### src/rtl/alu_control_seq.sv
// Registered ALU control decoder with a valid/ready stage and a MULT/DIV busy sequencer.
// Optional illegal-encoding trap enabled by defining ALUCTL_ILLEGAL_TRAP_EN.
//
// state  | meaning
// S_IDLE | accepting requests; an md op in the out_valid cycle arms the counter
// S_BUSY | mult/div unit running, counter counts down to 0
// S_DONE | final busy cycle, hilo_we pulses
module alu_control_seq #(
    parameter int FUNCT_W   = 6,
    parameter int CTRL_W    = 4,
    parameter int MD_CYCLES = 32,
    parameter int CNT_W     = 6
) (
    input  logic               clk,
    input  logic               reset_n,
    input  logic               in_valid,
    output logic               in_ready,
    input  logic [2:0]         alu_op,
    input  logic [FUNCT_W-1:0] funct,
    output logic               out_valid,
    output logic [CTRL_W-1:0]  alucontrol,
    output logic               jr,
    output logic               sign,
    output logic               shift_var,
    output logic [1:0]         hilo_sel,
    output logic               md_start,
    output logic [1:0]         md_op,
    output logic               md_busy,
    output logic               hilo_we,
    output logic               illegal
);

`ifdef ALUCTL_ILLEGAL_TRAP_EN
    localparam bit TRAP_EN = 1'b1;
`else
    localparam bit TRAP_EN = 1'b0;
`endif

    localparam logic [3:0] ALU_AND  = 4'b0000;
    localparam logic [3:0] ALU_OR   = 4'b0001;
    localparam logic [3:0] ALU_ADD  = 4'b0010;
    localparam logic [3:0] ALU_SLL  = 4'b0011;
    localparam logic [3:0] ALU_SRL  = 4'b0100;
    localparam logic [3:0] ALU_SRA  = 4'b0101;
    localparam logic [3:0] ALU_SUB  = 4'b0110;
    localparam logic [3:0] ALU_SLT  = 4'b0111;
    localparam logic [3:0] ALU_NOR  = 4'b1100;
    localparam logic [3:0] ALU_XOR  = 4'b1101;
    localparam logic [3:0] ALU_SLTU = 4'b1111;

    typedef enum logic [1:0] {S_IDLE, S_BUSY, S_DONE} state_t;

    state_t             r_state, w_next;
    logic [CNT_W-1:0]   r_cnt, w_cnt_next;
    logic               r_trap;
    logic               r_md_start;
    logic               w_accept;

    logic [3:0]         w_ctrl;
    logic               w_sign, w_jr, w_shift_var, w_md, w_illegal;
    logic [1:0]         w_hilo_sel, w_md_op;

    always_comb begin
        w_ctrl      = ALU_ADD;
        w_sign      = 1'b1;
        w_jr        = 1'b0;
        w_shift_var = 1'b0;
        w_hilo_sel  = 2'b00;
        w_md        = 1'b0;
        w_md_op     = 2'b00;
        w_illegal   = 1'b0;
        unique case (alu_op)
            3'b000: w_ctrl = ALU_ADD;
            3'b001: w_ctrl = ALU_SUB;
            3'b010: begin
                case (funct)
                    FUNCT_W'(32): w_ctrl = ALU_ADD;
                    FUNCT_W'(33): begin w_ctrl = ALU_ADD;  w_sign = 1'b0; end
                    FUNCT_W'(34): w_ctrl = ALU_SUB;
                    FUNCT_W'(35): begin w_ctrl = ALU_SUB;  w_sign = 1'b0; end
                    FUNCT_W'(36): w_ctrl = ALU_AND;
                    FUNCT_W'(37): w_ctrl = ALU_OR;
                    FUNCT_W'(38): w_ctrl = ALU_XOR;
                    FUNCT_W'(39): w_ctrl = ALU_NOR;
                    FUNCT_W'(42): w_ctrl = ALU_SLT;
                    FUNCT_W'(43): begin w_ctrl = ALU_SLTU; w_sign = 1'b0; end
                    FUNCT_W'(0):  w_ctrl = ALU_SLL;
                    FUNCT_W'(2):  w_ctrl = ALU_SRL;
                    FUNCT_W'(3):  w_ctrl = ALU_SRA;
                    FUNCT_W'(4):  begin w_ctrl = ALU_SLL; w_shift_var = 1'b1; end
                    FUNCT_W'(6):  begin w_ctrl = ALU_SRL; w_shift_var = 1'b1; end
                    FUNCT_W'(7):  begin w_ctrl = ALU_SRA; w_shift_var = 1'b1; end
                    FUNCT_W'(8):  w_jr = 1'b1;
                    FUNCT_W'(16): w_hilo_sel = 2'b01;
                    FUNCT_W'(18): w_hilo_sel = 2'b10;
                    FUNCT_W'(24): begin w_md = 1'b1; w_md_op = 2'b00; end
                    FUNCT_W'(25): begin w_md = 1'b1; w_md_op = 2'b01; w_sign = 1'b0; end
                    FUNCT_W'(26): begin w_md = 1'b1; w_md_op = 2'b10; end
                    FUNCT_W'(27): begin w_md = 1'b1; w_md_op = 2'b11; w_sign = 1'b0; end
                    default:      w_illegal = 1'b1;
                endcase
            end
            3'b011: begin w_ctrl = ALU_AND;  w_sign = 1'b0; end
            3'b100: begin w_ctrl = ALU_OR;   w_sign = 1'b0; end
            3'b101: w_ctrl = ALU_SLT;
            3'b110: begin w_ctrl = ALU_SLTU; w_sign = 1'b0; end
            default: w_illegal = 1'b1;
        endcase
    end

    assign w_accept = in_valid && in_ready;

    always_ff @(posedge clk or negedge reset_n) begin
        if (!reset_n) begin
            out_valid  <= 1'b0;
            r_md_start <= 1'b0;
            alucontrol <= '0;
            jr         <= 1'b0;
            sign       <= 1'b0;
            shift_var  <= 1'b0;
            hilo_sel   <= 2'b00;
            md_op      <= 2'b00;
            illegal    <= 1'b0;
            r_trap     <= 1'b0;
        end else begin
            out_valid  <= w_accept;
            r_md_start <= w_accept && w_md;
            if (w_accept) begin
                alucontrol <= CTRL_W'(w_ctrl);
                jr         <= w_jr;
                sign       <= w_sign;
                shift_var  <= w_shift_var;
                hilo_sel   <= w_hilo_sel;
                md_op      <= w_md_op;
                illegal    <= TRAP_EN && w_illegal;
                if (TRAP_EN && w_illegal)
                    r_trap <= 1'b1;
            end
        end
    end

    assign md_start = r_md_start;

    always_ff @(posedge clk or negedge reset_n) begin
        if (!reset_n) begin
            r_state <= S_IDLE;
            r_cnt   <= '0;
        end else begin
            r_state <= w_next;
            r_cnt   <= w_cnt_next;
        end
    end

    // The counter is armed from the registered start pulse, so the out_valid
    // cycle itself already counts as busy and blocks new requests.
    always_comb begin
        w_next     = r_state;
        w_cnt_next = r_cnt;
        unique case (r_state)
            S_IDLE: begin
                if (r_md_start) begin
                    w_cnt_next = CNT_W'(MD_CYCLES - 1);
                    w_next     = S_BUSY;
                end
            end
            S_BUSY: begin
                if (r_cnt == '0)
                    w_next = S_DONE;
                else
                    w_cnt_next = r_cnt - 1'b1;
            end
            S_DONE:  w_next = S_IDLE;
            default: w_next = S_IDLE;
        endcase
        in_ready = (r_state == S_IDLE) && !r_md_start && !r_trap;
        md_busy  = r_md_start || (r_state != S_IDLE);
        hilo_we  = (r_state == S_DONE);
    end

endmodule

### config.mk
export PLATFORM = sky130hd
export DESIGN_NAME = alu_control_seq
export DESIGN_NICKNAME = d
export VERILOG_FILES = /design/src/rtl/alu_control_seq.sv
export SDC_FILE = /design/constraint.sdc
export NUM_CORES = 1
export LEC_CHECK = 0
export ABC_CLOCK_PERIOD_IN_PS = 3700
export CAP_MARGIN = 20
export CORE_AREA = 4 4 41 43
export CTS_BUF_LIST = sky130_fd_sc_hd__clkbuf_2 sky130_fd_sc_hd__clkbuf_4 sky130_fd_sc_hd__clkbuf_8
export DETAILED_ROUTE_END_ITERATION = 8
export DIE_AREA = 0 0 45 47
export PLACE_DENSITY = 0.89
export SYNTH_ARGS = -nofsm -noshare
export SYNTH_HDL_FRONTEND = slang
export SYNTH_SLANG_ARGS = --single-unit
### constraint.sdc
create_clock -name clk -period 3.7 [get_ports clk]
set_input_delay 0.555 -clock clk [delete_from_list [all_inputs] [get_ports clk]]
set_output_delay 0.555 -clock clk [all_outputs]
set_load 0.005 [all_outputs]
Word-level counts from Yosys, hierarchy flattened
Index checks and enable logic that the tools add are counted.
Widths: inputs -> output; s select.
{ "word_totals": {"reg_bits": 21, "latchBits": 0, "ramBits": 0, "mem_bits_ro": 0, "in_bits": 12, "elab_cells": 85, "n_memories": 0} }
{ "classes": {"n_addsub": 1, "multipliers": 0, "div_mod_pow": 0, "order_cmp": 0, "n_eq_ne": 32, "n_shift": 0, "muxes": 20, "bitwise": 0, "reduce_logical": 22} }
{ "ops": {"columns": ["operator", "count"], "rows": [
  ["$eq 6x6->1 const B", 9],
  ["$pmux 4 s10", 1],
  ["$eq 6x5->1 const B", 6],
  ["$pmux 4 s6", 1],
  ["$eq 6x3->1 const B", 3],
  ["$eq 6x2->1 const B", 2],
  ["$logic_not 6->1", 2],
  ["$mux 6", 2],
  ["$pmux 6 s2", 1],
  ["$eq 3x3->1 const B", 3],
  ["$mux 2", 4],
  ["$pmux 2 s2", 2],
  ["$reduce_or 2->1", 4],
  ["$mux 1", 7],
  ["$eq 3x2->1 const B", 2],
  ["$eq 6x4->1 const B", 1],
  ["$ne 2x2->1 const B", 3],
  ["$pmux 2 s3", 1],
  ["$reduce_or 3->1", 2],
  ["$sub 6x1->6 const B", 1],
  ["$reduce_or 5->1", 1],
  ["$logic_and 1x1->1", 4],
  ["$reduce_bool 2->1", 2],
  ["$reduce_or 4->1", 1],
  ["9 further kinds", 10]
]} }

Depth between registers and ports, before layout
Gate-level depths: netlist of run 1.
{ "depth": {"word_depth": 5, "depth_mapped": 5} }

Worst setup path before layout of run 1
OpenSTA, ideal clock, no wires.
{ "synth_timing": {"path_kind": "reg2reg", "start": "reg r_cnt[0]", "end": "reg r_cnt[2]", "arrival_ns": 1.267, "t_required_ns": 3.575, "slack_ns": 2.309, "stages_incl_launch_ff": 6, "path_buffers": 0, "period_less_slack_ns": 1.391, "path_cell_list": "dfrtp_1 inv_1 ha_1 nor2b_1 a21oi_1 mux2_2"} }
{ "synth_between": {"elab_chain_cells": 3} }
{ "synth_lines": {"columns": ["item", "line", "rtl"], "rows": [
  ["start, declared", "54", "logic [CNT_W-1:0] r_cnt, w_cnt_next;"],
  ["start signal, assigned", "150", "r_cnt <= w_cnt_next;"],
  ["$sub 6x1->6 or $logic_not 6->1 (tied branches)", "170, 167", null],
  ["$mux 6 or $ne 2x2->1 (tied branches)", null, null],
  ["$pmux 6 s2 or $reduce_and 3->1 (tied branches)", null, null]
]} }
Several ways; a longest one is shown, not always the timed one. The select of a mux whose other input is x is not followed.
A chain may end at the register's enable or synchronous reset.

Worst setup path after layout of run 1
{ "layout_timing": {"start": "reg r_state[1]", "end": "out md_busy"} }
{ "layout_between": {"elab_chain_cells": 2} }
{ "layout_lines": {"columns": ["item", "line", "rtl"], "rows": [
  ["start, declared", "53", "state_t r_state, w_next;"],
  ["start signal, assigned", "149", "r_state <= w_next;"],
  ["$reduce_bool 2->1", "176", "md_busy = r_md_start || (r_state != S_IDLE);"],
  ["$logic_or 1x1->1", "176", null],
  ["end, declared", "28", "output logic md_busy,"]
]} }
Every way passes these cells.

==> flow_summary.json, run 1 <==
{
  "placed_cells": 66,
  "ctsHoldBuffers": 0,
  "drv_slew": 0,
  "fin_cells": 69,
  "synth_adder_area_share_pct": 4.87,
  "place.gp.congestion": 0.838,
  "final_common_cell": "conb_1",
  "avgSynthCellArea_um2": 10.5,
  "required_ns": 3.14,
  "cts_resized": 0,
  "fmaxAchievable_ghz": 0.515,
  "crit_buf_inv": 1,
  "finalCritPeriodShare_pct": 52.4,
  "slowest_stage": "clkdlybuf4s50_1",
  "wl_per_cell_um": 9.94,
  "drv_cap": 0,
  "vdd_drop_max_v": 0.000182,
  "ys_seq_area_share_pct": 38.9,
  "setup_viol": 0,
  "leakage_nw": 0.275,
  "wirelength_um": 686,
  "ys_ff_latch": 8,
  "numPortBuffers": 3,
  "worstMarginPinSlew_ns": 0.493,
  "clock_path_buffers": 2,
  "worstPathCellList": "or2_2 -> clkdlybuf4s50_1",
  "crit_family": "buffers and inverters",
  "period_needed_ns": 1.94,
  "cts_setup_buffers": 0,
  "layout.nets": 70,
  "cts_tree": "yes",
  "yosys.area.top_type": "dfrtp_1",
  "fin_ws_ns": 1.76,
  "cts_made_buffers": 3,
  "finalSetupTns_ns": 0,
  "power_density_mw_per_mm2": 301,
  "post-dp-hpwl_um": 569,
  "rsz0062_at_grt": "false",
  "dr.pass1.iters": 2,
  "skew_ns": 0.00618,
  "status": "finished clean",
  "slew-limit-headroom_pct": 66.9,
  "insertion_delay_ns": 0.25,
  "grt_pass1_wl_um": 1130,
  "critical_path.max_fanout": 4,
  "dp_slack_ns": 2.02,
  "grt_max_degree": 9,
  "vias_per_cell": 4.29,
  "grt_use_total_pct": 8.07,
  "critPathLaunchType": "flip-flop",
  "overflow": 0,
  "fin_util_pct": 40.4,
  "mostFrequentLayoutCells": "conb_1, dfrtp_1, clkbuf_4, clkdlybuf4s50_1",
  "synth_area_leaders": "dfrtp_1, buf_4, ha_1",
  "synth-compound-area-share_pct": 5.84,
  "cp_data_arrival_time_ns": 1.39,
  "row_count": 13,
  "place_area_um2": 503,
  "cts.htree.levels": 1,
  "synthCells": 49,
  "synth_top_family_by_area": "buffers and inverters",
  "synthSimpleGateAreaFrac_pct": 14.8,
  "antennaDiodeCount": 0,
  "critical_path_class": "flip-flop to primary output",
  "dieArea_mm2": 0.00212,
  "max_stage_delay_ns": 0.44,
  "num_vias": 296,
  "core_area_mm2": 0.00130,
  "muxShareOfSynthArea_pct": 6.33,
  "cts_sinks": 8,
  "drtIter0Drc": 2,
  "ios": 29,
  "postRouteAntennaNets": 0,
  "synth-xor-area-share_pct": 5.11,
  "synth_top_area_share_pct": 38.9,
  "finalHoldViolCount": 0,
  "areaGrowthSynthToFinish_pct": 2.19,
  "drcViolationCount": 0,
  "initial_core_util_pct": 39.5,
  "die_w_um": 45,
  "ys_types": 22,
  "finish.instance_area_um2": 526,
  "die_h_um": 47,
  "cts-root-buf": "clkbuf_4",
  "ys_warn_count": 1,
  "antenna_found_initial": 0,
  "cp-end-kind": "primary output",
  "min_path_type": "flip-flop to flip-flop",
  "drive_above_1_share_pct": 16.7,
  "grt_pass1_vias": 272,
  "synth_area_um2": 514,
  "path_clk_slew_ns": 0.05
}
flip-flops by register name, summed over array words and instances, names as in the netlist:
name     count
r_cnt        6
r_state      2
report_power, final:
group	switching, mW	internal, mW
clock	0.0275	0.0370
sequential	0	0.0876
combinational	0.00526	0.000934
per-layer routing:
layer	track usage, %	share of wire [%]	up-vias	wire (um)
li1	-	-	143	-
met1	8.22	38	134	261
met2	12.7	46	19	315
met3	6.90	16	0	109
met4	1.75	0	0	0
met5	0	0	-	0
through the flow:
step	hold slack [ns]	power (mW)
after floorplan	0.259	0.104
after detailed placement	0.463	0.0950
after CTS	0.476	0.161
final	0.476	0.158
after global placement	0.460	0.0949
after global routing	0.496	0.173
path summary, 6_finish.rpt:
check	start	to	slack, ns	cells past startpoint
max in group asynchronous	reset_n	r_cnt[2]	2.86	1
setup / recovery	r_state[1]	md_busy	1.76	2
hold / removal	r_cnt[5]	r_cnt[5]	0.48	1
setup reg to reg	r_cnt[0]	r_cnt[4]	2.16	5
hold reg to reg	r_cnt[5]	r_cnt[5]	0.48	1
min in group asynchronous	reset_n	r_cnt[5]	0.58	1
cells by family (layout without fill, tap and decap cells):
logic type,count (synthesis),after routing
other,1,15
adders and majority gates,2,2
AOI/OAI and AO/OA,4,4
muxes,3,3
DFF,8,8
buffers and inverters,17,8
and+or+nand+nor,11,11
xor gates and xnor gates,3,3
cell usage after synthesis:
library cell  count
conb_1            1
inv_1             2
and2b_1           1
and3_1            1
ha_1              2
dfrtp_1           8
or2_2             1
nor2b_1           2
a21boi_1          1
buf_4            15
nand2_1           1
xnor2_1           1
a21oi_1           2
xor2_1            2
nor3_1            1
nor3b_2           1
mux2i_1           1
a211oi_2          1
or4b_4            1
mux2_2            2
nand3_1           1
nor2_1            1
cell type report:
class	instances	area [um2]
fillers	129	776
multi-input cells	38	246
flip-flops and latches	8	200
repair buffers	3	30.0
clock buffers	3	22.5
well taps	15	18.8
inverters	2	7.51
No activity file was read; power rests on OpenSTA's default activity.
==> run 2: changes to the inputs <==
- ABC_CLOCK_PERIOD_IN_PS: 3700 -> 1600
- CORE_AREA: 4 4 41 43 -> unset
- CORE_MARGIN: unset -> 4
- CORE_UTILIZATION: unset -> 35
- DIE_AREA: 0 0 45 47 -> unset
- PLACE_DENSITY: 0.89 -> 0.85
- clock period: 3.7 -> 1.6 ns (I/O delays scaled with it)
==> flow_summary.json, run 2 (synthesis gave the netlist of run 1 again) <==
{
  "vias_per_cell": 4.41,
  "rr_worst_depth": 6,
  "rsz0062_at_grt": "false",
  "grt_use_total_pct": 7.97,
  "p_int_uw": 290,
  "fmaxAchievable_ghz": 0.665,
  "r2r_start": "r_cnt[0]",
  "slowest_stage": "clkdlybuf4s50_1",
  "cts_made_buffers": 3,
  "insertion_delay_ns": 0.25,
  "num_vias": 313,
  "core_area_mm2": 0.00135,
  "cts.htree.levels": 1,
  "overflow": 0,
  "r2r-end": "r_cnt[1]",
  "finalCritPeriodShare_pct": 94.1,
  "drive_above_1_share_pct": 19.6,
  "switchingPower_uw": 78.9,
  "drcViolationCount": 0,
  "wl_per_cell_um": 9.41,
  "ios": 29,
  "dr.pass1.iters": 4,
  "status": "finished clean",
  "row_count": 13,
  "dieArea_mm2": 0.00215,
  "switching_share_pct": 21.4,
  "power_frac_seq_pct": 54.9,
  "post-dp-hpwl_um": 540,
  "initial_core_util_pct": 38.1,
  "min_path_type": "input port to async pin",
  "layout.nets": 72,
  "r2r_setup_slack_ns": 0.13,
  "wirelength_um": 668,
  "numPortBuffers": 3,
  "cts_sinks": 8,
  "cts_setup_buffers": 0,
  "finalSetupTns_ns": 0,
  "top_register": "r_cnt",
  "cp-end-kind": "primary output",
  "setup_viol": 0,
  "reg.largest.list": "r_cnt (6), r_state (2)",
  "placed_cells": 68,
  "clock_path_buffers": 2,
  "critical_path.max_fanout": 4,
  "drv_slew": 0,
  "leakage_nw": 0.288,
  "combPwrFrac_pct": 3.9,
  "grt_pass1_vias": 268,
  "cts-root-buf": "clkbuf_4",
  "path_clk_slew_ns": 0.05,
  "antenna_found_initial": 0,
  "drv_cap": 0,
  "mostFrequentLayoutCells": "conb_1, dfrtp_1, clkbuf_4",
  "postRouteAntennaNets": 0,
  "die_w_um": 46.3,
  "crit_start": "r_state[1]",
  "power_density_mw_per_mm2": 685,
  "place.gp.congestion": 0.787,
  "antennaDiodeCount": 0,
  "grt_pass1_wl_um": 1100,
  "critical_path_class": "flip-flop to primary output",
  "fin_cells": 71,
  "drtIter0Drc": 9,
  "clkPwrFrac_pct": 41.3,
  "worstPathCellList": "nor2b_1 -> clkdlybuf4s50_1",
  "critPathLaunchType": "flip-flop",
  "skew_ns": 0.00109,
  "cp_data_arrival_time_ns": 1.26,
  "cts_tree": "yes",
  "finalHoldViolCount": 0,
  "required_ns": 1.36,
  "period_needed_ns": 1.50,
  "vdd_drop_max_v": 0.000299,
  "grt_max_degree": 9,
  "largest_reg_flops": 6,
  "max_stage_delay_ns": 0.50,
  "final_common_cell": "conb_1",
  "die_h_um": 46.3,
  "areaGrowthSynthToFinish_pct": 4.87
}
-- run 2: timing repair --
| action | in CTS | in global routing |
|---|---|---|
| gates resized for setup | 1 | 0 |
| endpoints found under the setup margin | 1 | 0 |
| hold buffers | 0 | 0 |
-- run 2: worst max-delay path by stage --
stage | cells past startpoint | slack, ns | to
floorplan | 5 | 0.21 | r_cnt[2]
global placement | 6 | 0.16 | r_cnt[1]
detailed placement | 6 | 0.11 | r_cnt[1]
CTS | 2 | 0.08 | hilo_we
global route | 2 | 0.02 | hilo_we
finish | 2 | 0.1 | hilo_we
-- run 2: worst max-delay path: cells and delay by family, from the launching register on --
kind,cells,cell delay (ns)
simple gates,1,0.14
buf+inv,1,0.50
flops,1,0.37
-- run 2: metal layers --
layer / wire length, um / global-route usage [%] / vias up
met5: 0 / 0 / -
met1: 242 / 8.04 / 146
met2: 296 / 11.5 / 20
met3: 98 / 3.52 / 3
met4: 30 / 8.52 / 0
li1: - / - / 144
-- run 2: metrics by stage --
step | setup slack, ns | total power [mW] | hold slack, ns | utilization (%) | cell area (um2)
final | 0.0951 | 0.369 | 0.258 | 39.9 | 539
after global routing | 0.0174 | 0.398 | 0.275 | 39.9 | 539
after CTS | 0.0762 | 0.379 | 0.267 | 39.9 | 539
after detailed placement | 0.113 | 0.220 | 0.470 | 38.4 | 518
after global placement | 0.158 | 0.220 | 0.461 | 38.4 | 518
after floorplan | 0.209 | 0.240 | -0.0556 | - | 567
-- run 2: layout make-up --
| class | count | area (um2) |
|---|---|---|
| fillers | 139 | 811 |
| clock buffers | 3 | 22.5 |
| inverters | 2 | 7.51 |
| well taps | 15 | 18.8 |
| flip-flops and latches | 8 | 200 |
| multi-input cells | 38 | 246 |
| repair buffers | 5 | 43.8 |
-- run 2: power by group through the flow --
stage	Combinational [mW]	Sequential (mW)	Clock [mW]
final	0.0143	0.203	0.152
after global routing	0.0182	0.202	0.178
after CTS	0.0138	0.202	0.163
after detailed placement	0.0138	0.206	0
after global placement	0.0135	0.206	0
after floorplan	0.0342	0.206	0
